<file path="src/rtl/branch_lut_pkg.sv">
// Shared types and default sizing for the banked branch-target lookup table.
package branch_lut_pkg;

  localparam int DEF_ADDR_W    = 3;
  localparam int DEF_BANK_W    = 2;
  localparam int DEF_NUM_BANKS = 3;
  localparam int DEF_TARGET_W  = 10;

  typedef enum logic {
    ST_IDLE,
    ST_CLEAR
  } state_e;

endpackage

</file>
<file path="src/rtl/branch_lut_mem.sv">
// Flat entry storage: data array plus per-entry valid bits, one registered
// read port and one write port. A write with wvalid_i=0 only invalidates.
module branch_lut_mem #(
  parameter int AW      = 5,
  parameter int DW      = 10,
  parameter int ENTRIES = 24
) (
  input  logic          clk_i,
  input  logic          rst_n_i,
  input  logic          re_i,
  input  logic [AW-1:0] raddr_i,
  input  logic          we_i,
  input  logic [AW-1:0] waddr_i,
  input  logic [DW-1:0] wdata_i,
  input  logic          wvalid_i,
  output logic [DW-1:0] rdata_o,
  output logic          rvalid_o
);

  logic [DW-1:0]      data_q [ENTRIES];
  logic [ENTRIES-1:0] valid_q;
  logic [DW-1:0]      rdata_q;
  logic               rvalid_q;

  // NOTE: the data array and its read register carry no reset; the valid
  // bits alone decide whether stale contents are visible.
  always_ff @(posedge clk_i) begin
    if (we_i && wvalid_i) data_q[waddr_i] <= wdata_i;
    if (re_i)             rdata_q         <= data_q[raddr_i];
  end

  always_ff @(posedge clk_i) begin
    if (!rst_n_i) begin
      valid_q  <= '0;
      rvalid_q <= 1'b0;
    end else begin
      if (we_i) valid_q[waddr_i] <= wvalid_i;
      if (re_i) rvalid_q         <= valid_q[raddr_i];
    end
  end

  assign rdata_o  = rdata_q;
  assign rvalid_o = rvalid_q;

endmodule

</file>
<file path="src/rtl/branch_lut_banked.sv">
// Banked branch-target table: 1-cycle lookup with write-first bypass,
// out-of-range write error pulse and a one-entry-per-cycle invalidate sweep.
module branch_lut_banked
  import branch_lut_pkg::*;
#(
  parameter int ADDR_W    = DEF_ADDR_W,
  parameter int BANK_W    = DEF_BANK_W,
  parameter int NUM_BANKS = DEF_NUM_BANKS,
  parameter int TARGET_W  = DEF_TARGET_W
) (
  input  logic                Clk,
  input  logic                Reset,
  input  logic                Rd_en,
  input  logic [BANK_W-1:0]   ProgState,
  input  logic [ADDR_W-1:0]   Addr,
  output logic [TARGET_W-1:0] Target,
  output logic                Hit,
  output logic                Rd_valid,
  input  logic                Wr_en,
  input  logic [BANK_W-1:0]   Wr_bank,
  input  logic [ADDR_W-1:0]   Wr_addr,
  input  logic [TARGET_W-1:0] Wr_data,
  output logic                Wr_ready,
  output logic                Wr_err,
  input  logic                Clear_req,
  output logic                Busy
);

  localparam int IDX_W   = BANK_W + ADDR_W;
  localparam int ENTRIES = NUM_BANKS * (2 ** ADDR_W);
  localparam logic [BANK_W:0]  NB       = (BANK_W + 1)'(NUM_BANKS);
  localparam logic [IDX_W-1:0] LAST_IDX = IDX_W'(ENTRIES - 1);

  state_e              state_q;
  logic [IDX_W-1:0]    sweep_q;
  logic                rd_valid_q, byp_q, miss_q, wr_err_q;
  logic [TARGET_W-1:0] byp_data_q;

  logic                idle, lk_bank_ok, wr_bank_ok, wr_ok, byp_d;
  logic                mem_we, mem_wvalid, mem_rvalid;
  logic [IDX_W-1:0]    lk_idx, wr_idx, mem_waddr;
  logic [TARGET_W-1:0] mem_rdata;

  // {bank, entry} is already the bank-major flat index.
  always_comb begin
    idle       = (state_q == ST_IDLE);
    lk_bank_ok = {1'b0, ProgState} < NB;
    wr_bank_ok = {1'b0, Wr_bank} < NB;
    lk_idx     = lk_bank_ok ? {ProgState, Addr} : '0;
    wr_idx     = {Wr_bank, Wr_addr};
    wr_ok      = idle && Wr_en && wr_bank_ok;
    byp_d      = wr_ok && (wr_idx == lk_idx);
    mem_we     = wr_ok || !idle;
    mem_waddr  = idle ? wr_idx : sweep_q;
    mem_wvalid = idle;
  end

  branch_lut_mem #(
    .AW      (IDX_W),
    .DW      (TARGET_W),
    .ENTRIES (ENTRIES)
  ) u_mem (
    .clk_i    (Clk),
    .rst_n_i  (Reset),
    .re_i     (Rd_en),
    .raddr_i  (lk_idx),
    .we_i     (mem_we),
    .waddr_i  (mem_waddr),
    .wdata_i  (Wr_data),
    .wvalid_i (mem_wvalid),
    .rdata_o  (mem_rdata),
    .rvalid_o (mem_rvalid)
  );

  always_ff @(posedge Clk) begin
    if (!Reset) begin
      state_q <= ST_IDLE;
      sweep_q <= '0;
    end else begin
      case (state_q)
        ST_IDLE: if (Clear_req) begin
          state_q <= ST_CLEAR;
          sweep_q <= '0;
        end
        ST_CLEAR: begin
          if (sweep_q == LAST_IDX) begin
            state_q <= ST_IDLE;
            sweep_q <= '0;
          end else begin
            sweep_q <= sweep_q + 1'b1;
          end
        end
        default: state_q <= ST_IDLE;
      endcase
    end
  end

  // Bypass and sweep-miss flags travel with the read so outputs hold when Rd_en=0.
  always_ff @(posedge Clk) begin
    if (!Reset) begin
      rd_valid_q <= 1'b0;
      byp_q      <= 1'b0;
      miss_q     <= 1'b0;
      byp_data_q <= '0;
      wr_err_q   <= 1'b0;
    end else begin
      rd_valid_q <= Rd_en;
      wr_err_q   <= idle && Wr_en && !wr_bank_ok;
      if (Rd_en) begin
        byp_q      <= byp_d;
        miss_q     <= !idle;
        byp_data_q <= Wr_data;
      end
    end
  end

  assign Hit      = !miss_q && (byp_q || mem_rvalid);
  assign Target   = Hit ? (byp_q ? byp_data_q : mem_rdata) : '0;
  assign Rd_valid = rd_valid_q;
  assign Wr_err   = wr_err_q;
  assign Busy     = (state_q == ST_CLEAR);
  assign Wr_ready = idle;

endmodule

</file>
<file path="config.mk">
export PLATFORM = sky130hd
export DESIGN_NAME = branch_lut_banked
export DESIGN_NICKNAME = d
export VERILOG_FILES = /design/src/rtl/branch_lut_pkg.sv /design/src/rtl/branch_lut_mem.sv /design/src/rtl/branch_lut_banked.sv
export SDC_FILE = /design/constraint.sdc
export NUM_CORES = 1
export LEC_CHECK = 0
export CORE_MARGIN = 2
export CORE_UTILIZATION = 35
export DETAILED_ROUTE_END_ITERATION = 8
export GPL_ROUTABILITY_DRIVEN = 1
export SETUP_SLACK_MARGIN = 0.15
export SKIP_CTS_REPAIR_TIMING = 1
export SLEW_MARGIN = 20
export SYNTH_ARGS = -nofsm -noshare
export SYNTH_HDL_FRONTEND = slang
export SYNTH_HIERARCHICAL = 1
export SYNTH_SLANG_ARGS = --single-unit
</file>
<file path="constraint.sdc">
create_clock -name Clk -period 3.38 [get_ports Clk]
set_input_delay 0.338 -clock Clk [delete_from_list [all_inputs] [get_ports Clk]]
set_output_delay 0.338 -clock Clk [all_outputs]
set_load 0.02 [all_outputs]
</file>
* Word level (Yosys, flattened, before mapping)
Memories as Yosys holds them, arrays and structs flattened. A register that Yosys moved wholly into a read port is not among the register bits.
Cells that the tools add are included.
** Word-level totals
- Register bits :: 45
- RAM bits :: 240
- Output and inout bits :: 15
- Memories :: 1
** Operators by class
- Add/subtract/negate cells :: 1
- Order comparisons :: 5
- Eq/ne operators :: 3
- Multiplexer cells :: 17
- Bitwise logic cells :: 1
- Reduce and logical (&&, ||, !) cells :: 11
** Memory list
- u_mem.data_q :: words 24, width 10, read ports 1, clocked after Yosys merged registers in 1, write ports 1, line branch_lut_mem.sv:20 : logic [DW-1:0] data_q [ENTRIES];
** Operator list (number)
- $bwmux 24 :: 1
- $mux 10 :: 2
- $mux 5 :: 4
- $lt 5x6->1 const B :: 2
- $pmux 5 s2 :: 1
- $logic_and 1x1->1 :: 7
- $mux 1 :: 6
- $add 5x1->5 const B :: 1
- $bmux 1 s5 :: 1
- $demux 1 s5 :: 1
- $eq 5x5->1 :: 1
- $eq 5x5->1 const B :: 1
- $ge 5x1->1 const B :: 1
- $lt 2x2->1 const B :: 2
- $logic_not 1->1 :: 2
- $logic_or 1x1->1 :: 2
- $ne 2x2->1 const B :: 1
- $pmux 1 s2 :: 1
- $not 1->1 :: 1

* Logic depth before layout (Yosys ltp)
Gate-level depths: netlist (run 1).
- Depth after elaboration :: 7
- Gate-level depth with buffers :: 10

* Modules after synthesis
The synthesis (run 1) kept the hierarchy.
** Modules (own cells, without submodules)
- branch_lut_mem :: instances 1, cells each 592, area an instance 10971.8 um^2
- branch_lut_banked :: instances 1, cells each 134, area an instance 1197.4 um^2

* Worst setup path after synthesis (run 1)
No wires, ideal clock.
- Path kind :: reg-to-reg
- Start :: register state_q, in the netlist Busy
- End :: memory u_mem.data_q[18][0], enable pin
- Setup time :: 0.378 ns
- Arrival time :: 2.225 ns
- Required time :: 3.002 ns
- Path slack :: 0.777 ns
- Stages on the path, launching flop included :: 7
- Path buffers :: 2
- Period minus slack after synthesis :: 2.603 ns
- Cells stage by stage :: dfxtp_1 buf_4 mux2_2 and3b_1 clkbuf_1 nand2_1 nor2_1
** On the way
- Elaborated cells on any way between the ends :: 8
- Classes of those cells :: 3 x mux; 1 x bitwise; 4 x reduce/logical
** RTL lines
- start: declaration :: line branch_lut_banked.sv:34 : state_e state_q;
- start signal: assignment :: line branch_lut_banked.sv:77 : state_q <= ST_IDLE;
- start signal: assignment :: line branch_lut_banked.sv:82 : state_q <= ST_CLEAR;
- start signal: assignment :: line branch_lut_banked.sv:87 : state_q <= ST_IDLE;
- $mux 5 :: line branch_lut_banked.sv:54 : mem_waddr = idle ? wr_idx : sweep_q;
- named net mem_waddr[0] :: line branch_lut_banked.sv:41 : logic [IDX_W-1:0] lk_idx, wr_idx, mem_waddr;
- end: declaration :: line branch_lut_mem.sv:20
The timed path passes the listed nets, and every way through them passes these cells.

* Worst setup path after layout (run 1)
- Start :: register state_q, in the netlist Busy
- End :: memory u_mem.data_q[4][9], enable pin
The elaborated chain is that of the path after synthesis.

==> run metrics, run 1 <==
mux share of post-synthesis cell area 16.3%; Final period util about four fifths; Die Y between 150 and 200 microns; asr flop ratio synth 0%; Worst slew margin between 30% and 40%; number of CTS-inserted buffers 30; Global Route Usage Sum 15.9%; vias in the first global route ~6700; worst hold path type in -> reg; final global-route overflow total 0; # clock sinks 295; H-tree levels 1; # nets final around 840; latest clock arrival within the worst-skew pair between 0.5 and 0.6 ns; diode count 0; Distinct cells, synth 56; Fin Hold WS ~0.33 ns; P per Cell Area between 500 and 600 mW/mm^2; clock buffer depth 3; # port buffers 39; Final Non-Filler Cells about 1300; DP HPWL between 15000 and 20000 microns; syn_area_per_cell 16.8 sq um; vias per inst 5.24; slew at the pin closest to its max-slew limit 1.03 ns; Critical Path RT 3.62 ns; Ports 40; worst vdd ir around 0.36 mV; cells after synthesis 726; main combinational cell family by area after synthesis multiplexers; GPL Wtd Cong slightly below 0.8; Core ar. roughly 0.034 sq mm; Seq cells post-synth 295; adder-cell area share of the yosys netlist less than 1%; Final Hold Viols 0; Leak 4.72 nW; XOR/XNOR share of the synthesized area less than 1%; worst hold path depth 1; layout cells sized above 1 between 20% and 30%; number of max-cap violations 0; Root Driver clkbuf_16; CP cell instances inv_2 > nand2_1 > nand2_1 > or3b_2 > nor2_1 > buf_4; clock slew at reported path FFs 0.07 ns; DRT antenna net count 0; layout overhead on the synthesized area 18.0%; Final Skew 0.0104 ns; status finished clean; drt pass-1 iters 5; Simple-Gate Fraction of Synth Area under 10%; Starting Density 35.4%; Worst Setup End Kind flop; antenna violations before repair 0; pin count of the biggest net entering global routing 53; via count 6758; row count 68; depth of the most critical reg-to-reg path 6; post-layout min period 2.75 ns; Synth Flop Type edfxtp_1; sequential area share after synthesis 69.1%; filler instances slightly above 3000; Setup violations, final 0; # DRC 0; setup TNS 0 ns; Slew Viols, Final 0; final wirelength ~29000 microns; commonest cells after routing, fill and taps aside edfxtp_1, buf_4, mux2i_1; utilization after layout around two fifths; EDFF count, synth 250; compound-gate portion of the synthesized area around 6.7%; initial drt markers ~650; first-pass GRT wire length about 43000 microns; Critical Path AT between 2 and 3 ns; Syn Std Cell Area 0.0122 sq mm; maximum clock rate between 300 and 400 MHz; critical path peak fanout 16; CP max stage delay between 0.6 and 0.7 ns; Slowest cell on crit path dfxtp_1; RSZ-0062 raised after global routing false; Worst setup SP type flop; CP dominant cell by count nand2_1; # placed instances roughly 1200; post-route total power 0.00800 W; CTS tree done; die area about 0.036 sq mm; wire per inst ~22 microns; die width 190 microns; worst setup path category reg -> reg; commonest non-fill, non-tap cell in the layout edfxtp_1; Net Count, Synth 752; Ys Warns 6
stage by stage:
step / area (sq um) / setup WS [ns]
final: 14400 / 0.632
after global placement: 13400 / 0.232
after detailed placement: 13400 / 0.203
after floorplan: 12200 / 0.777
after CTS: 14400 / 0.659
after global routing: 14400 / 0.457
cells in the mapped netlist (4+ instances only):
cell / number / area (sq um)
nand3_1: 10 / 50.1
nand2_1: 31 / 116
o21ai_0: 17 / 85.1
and2_1: 7 / 43.8
o21a_1: 27 / 203
and3b_1: 6 / 52.6
o22ai_1: 9 / 56.3
nor2_1: 41 / 154
buf_6: 4 / 45.0
o31ai_1: 8 / 60.1
a22oi_1: 10 / 75.1
mux2i_1: 49 / 490
nor2b_1: 17 / 106
a21boi_0: 18 / 135
edfxtp_1: 250 / 7510
nor3b_1: 4 / 30.0
buf_2: 7 / 35.0
mux4_2: 38 / 856
dfxtp_1: 45 / 901
mux2_2: 40 / 450
mux4_1: 7 / 184
a21oi_1: 12 / 60.1
buf_4: 7 / 52.6
clkbuf_1: 18 / 67.6
layout make-up:
type | instances | area (sq um) | share of cell area [%]
Sequential cell | 295 | 8410 | 58.5
Timing Repair Buffer | 93 | 841 | 5.85
Clock buffer | 33 | 783 | 5.45
Tap cell | 455 | 569 | 3.96
Clock inverter | 21 | 219 | 1.52
Multi-Input combinational cell | 388 | 3530 | 24.6
Inverter | 4 | 15.0 | 0.105
worst max-delay path: cells and delay by family (launching register included):
family                 cells  cell delay (ns)
buffers and inverters      2             0.53
flip-flops                 1             0.69
AND/OR/NAND/NOR            4             1.20
metal layers:
metal  track usage (%)  routed length, microns  up-vias
li1                  -                       -     3045
met1              21.5                   12400     3511
met2              26.7                   14100      164
met3              2.65                    1410       38
met4              4.26                     582        0
met5                 0                       0        -
registers in the layout (all words and copies together) (netlist names):
signal / flops
Busy: 1
Rd_valid: 1
Wr_err: 1
byp_data_q: 10
byp_q: 1
miss_q: 1
sweep_q: 5
u_mem/data_q: 240
u_mem/rdata_o: 10
u_mem/rvalid_o: 1
u_mem/valid_q: 24
path summary, 6_finish.rpt:
kind / from / endpoint / slack [ns]
max: Busy$_SDFF_PN0_ / u_mem/data_q[4][9]$_DFFE_PP_ / 0.63
min reg2reg: u_mem/valid_q[12]$_SDFFE_PN0P_ / u_mem/valid_q[12]$_SDFFE_PN0P_ / 0.47
min: Wr_data[3] / u_mem/data_q[10][3]$_DFFE_PP_ / 0.33
max reg2reg: Busy$_SDFF_PN0_ / u_mem/data_q[4][9]$_DFFE_PP_ / 0.63
cells by family after synthesis:
| kind of cell | count (synthesis) |
|---|---|
| xor+xnor | 3 |
| mux | 134 |
| compound gates | 117 |
| flops | 295 |
| simple gates | 133 |
| buf+inv | 43 |
| fa+ha+maj | 1 |
power breakdown:
part           total [W]  switching [W]  internal [W]  leakage (nW)
combinational   0.000609       0.000348      0.000261          1.61
sequential       0.00404      0.0000270       0.00401          2.63
clock            0.00335        0.00138       0.00197         0.490
No activity file was read; power rests on OpenSTA's default activity.
==> run 2, diff against run 1 <==
==> constraint.sdc (replaced) <==
create_clock -name Clk -period 2.2 [get_ports Clk]
set_input_delay 0.22 -clock Clk [delete_from_list [all_inputs] [get_ports Clk]]
set_output_delay 0.22 -clock Clk [all_outputs]
set_load 0.02 [all_outputs]
==> run metrics, run 2 (same netlist as run 1, synthesis figures left out) <==
GPL Wtd Cong 0.803 (was 0.776); Worst slew margin 73.6% (was 31.2%); RSZ-0062 raised after global routing false (unchanged); Worst Setup End Kind flop (unchanged); diode count 0 (unchanged); clock slew at reported path FFs 0.06 ns (was 0.07 ns); antenna violations before repair 0 (unchanged); # clock sinks 295 (unchanged); Worst setup SP type flop (unchanged); wire per inst 21.1 microns (was 22.2 microns); via count 7063 (was 6758); Top Layer Used met4 (unchanged); number of CTS-inserted buffers 31 (was 30); DP HPWL 19300 microns (was 17900 microns); status finished clean (unchanged); Post-Route M1 WL 13500 microns (was 12400 microns); vias in the first global route 6973 (was 6704); setup TNS 0 ns (unchanged); maximum clock rate 505 MHz (was 364 MHz); die width 190 microns (unchanged); Fin Hold WS 0.263 ns (was 0.330 ns); wire length on met2 13600 microns (was 14100 microns); utilization after layout 46.1% (was 41.8%); # nets final 919 (was 838); final global-route overflow total 0 (unchanged); initial drt markers 482 (was 652); worst hold path type in -> reg (unchanged); Setup violations, final 0 (unchanged); clock buffer depth 3 (unchanged); P per Cell Area 797 mW/mm^2 (was 557 mW/mm^2); number of max-cap violations 0 (unchanged); Final Hold Viols 0 (unchanged); critical path peak fanout 13 (was 16); Final period util 90.0% (was 81.3%); Critical Path AT 2.25 ns (was 2.99 ns); H-tree levels 1 (unchanged); max FFs per register 240 (unchanged); Root Driver clkbuf_16 (unchanged); latest clock arrival within the worst-skew pair 0.56 ns (was 0.55 ns); Ports 40 (unchanged); commonest cells after routing, fill and taps aside edfxtp_1, buf_4, mux2i_1 (unchanged); post-layout min period 1.98 ns (was 2.75 ns); Die Y 190 microns (unchanged); first-pass GRT wire length 43500 microns (was 42900 microns); layout overhead on the synthesized area 30.1% (was 18.0%); Starting Density 35.4% (unchanged); final setup margin 0.219 ns (was 0.632 ns); drt pass-1 iters 5 (unchanged); worst vdd ir 0.592 mV (was 0.355 mV); Core ar. 0.0344 sq mm (unchanged); Critical Path RT 2.47 ns (was 3.62 ns); # DRC 0 (unchanged); die area 0.0363 sq mm (unchanged); slew at the pin closest to its max-slew limit 0.396 ns (was 1.03 ns); # port buffers 39 (unchanged); pre-CTS setup slack -0.596 ns (was 0.203 ns); WL met3 1330 microns (was 1410 microns); row count 68 (unchanged); largest registers u_mem/data_q: 240 flops, u_mem/valid_q: 24 flops (unchanged); CTS tree done (unchanged); Global Route Usage Sum 16.0% (was 15.9%); vias per inst 5.14 (was 5.24); layout cells sized above 1 35.2% (was 23.0%); DRT antenna net count 0 (unchanged); Slew Viols, Final 0 (unchanged); pin count of the biggest net entering global routing 26 (was 53); Leak 5.49 nW (was 4.72 nW); final wirelength 28900 microns (was 28600 microns); Reg with most FFs u_mem/data_q (unchanged); Final Skew 0.00982 ns (was 0.0104 ns); worst setup path category reg -> reg (unchanged); commonest non-fill, non-tap cell in the layout edfxtp_1 (unchanged)
[run 2: per-stage QoR]
stage / cells / cell area, sq um / power [W]
after floorplan: 726 / 12400 / 0.00690
after global placement: 1296 / 14400 / 0.00741
after detailed placement: 1296 / 14400 / 0.00742
after CTS: 1354 / 15400 / 0.0126
after global routing: 1373 / 15800 / 0.0130
final: 1373 / 15800 / 0.0126
[run 2: path summary, 6_finish.rpt]
kind / from / endpoint / slack (ns) / cells after the start
worst max register to register: Busy$_SDFF_PN0_ / u_mem/data_q[1][0]$_DFFE_PP_ / 0.22 / 5
worst min register to register: u_mem/valid_q[20]$_SDFFE_PN0P_ / u_mem/valid_q[20]$_SDFFE_PN0P_ / 0.46 / 2
worst min-delay path: Wr_en / Wr_err$_SDFF_PN0_ / 0.26 / 3
worst max-delay path: Busy$_SDFF_PN0_ / u_mem/data_q[1][0]$_DFFE_PP_ / 0.22 / 5
[run 2: power by group]
part | total (W) | switching, W | leakage, nW | internal, W
clock | 0.00521 | 0.00215 | 0.489 | 0.00306
combinational | 0.00120 | 0.000621 | 2.37 | 0.000582
sequential | 0.00620 | 0.0000466 | 2.63 | 0.00616
total | 0.0126 | 0.00282 | 5.49 | 0.00980
[run 2: layout make-up]
cell class,count,area [sq um]
fill,3014,18500
timing repair buffer,173,1970
sequential,295,8410
clock buffer,36,795
multi-input combinational,388,3850
inverter,4,15.0
tap,455,569
clock inverter,22,228
[run 2: worst max-delay path: stages (launching register included)]
cell and delay [ns]:
dfxtp_4 0.44, mux2_2 0.41, and3b_1 0.30, nand2_4 0.16, nor2_4 0.19, buf_12 0.16
[run 2: routing by layer]
layer	GRT usage, %	vias to the layer above
met2	25.5	175
met4	3.16	0
li1	-	3221
met3	2.08	44
met5	0	-
met1	23.6	3623
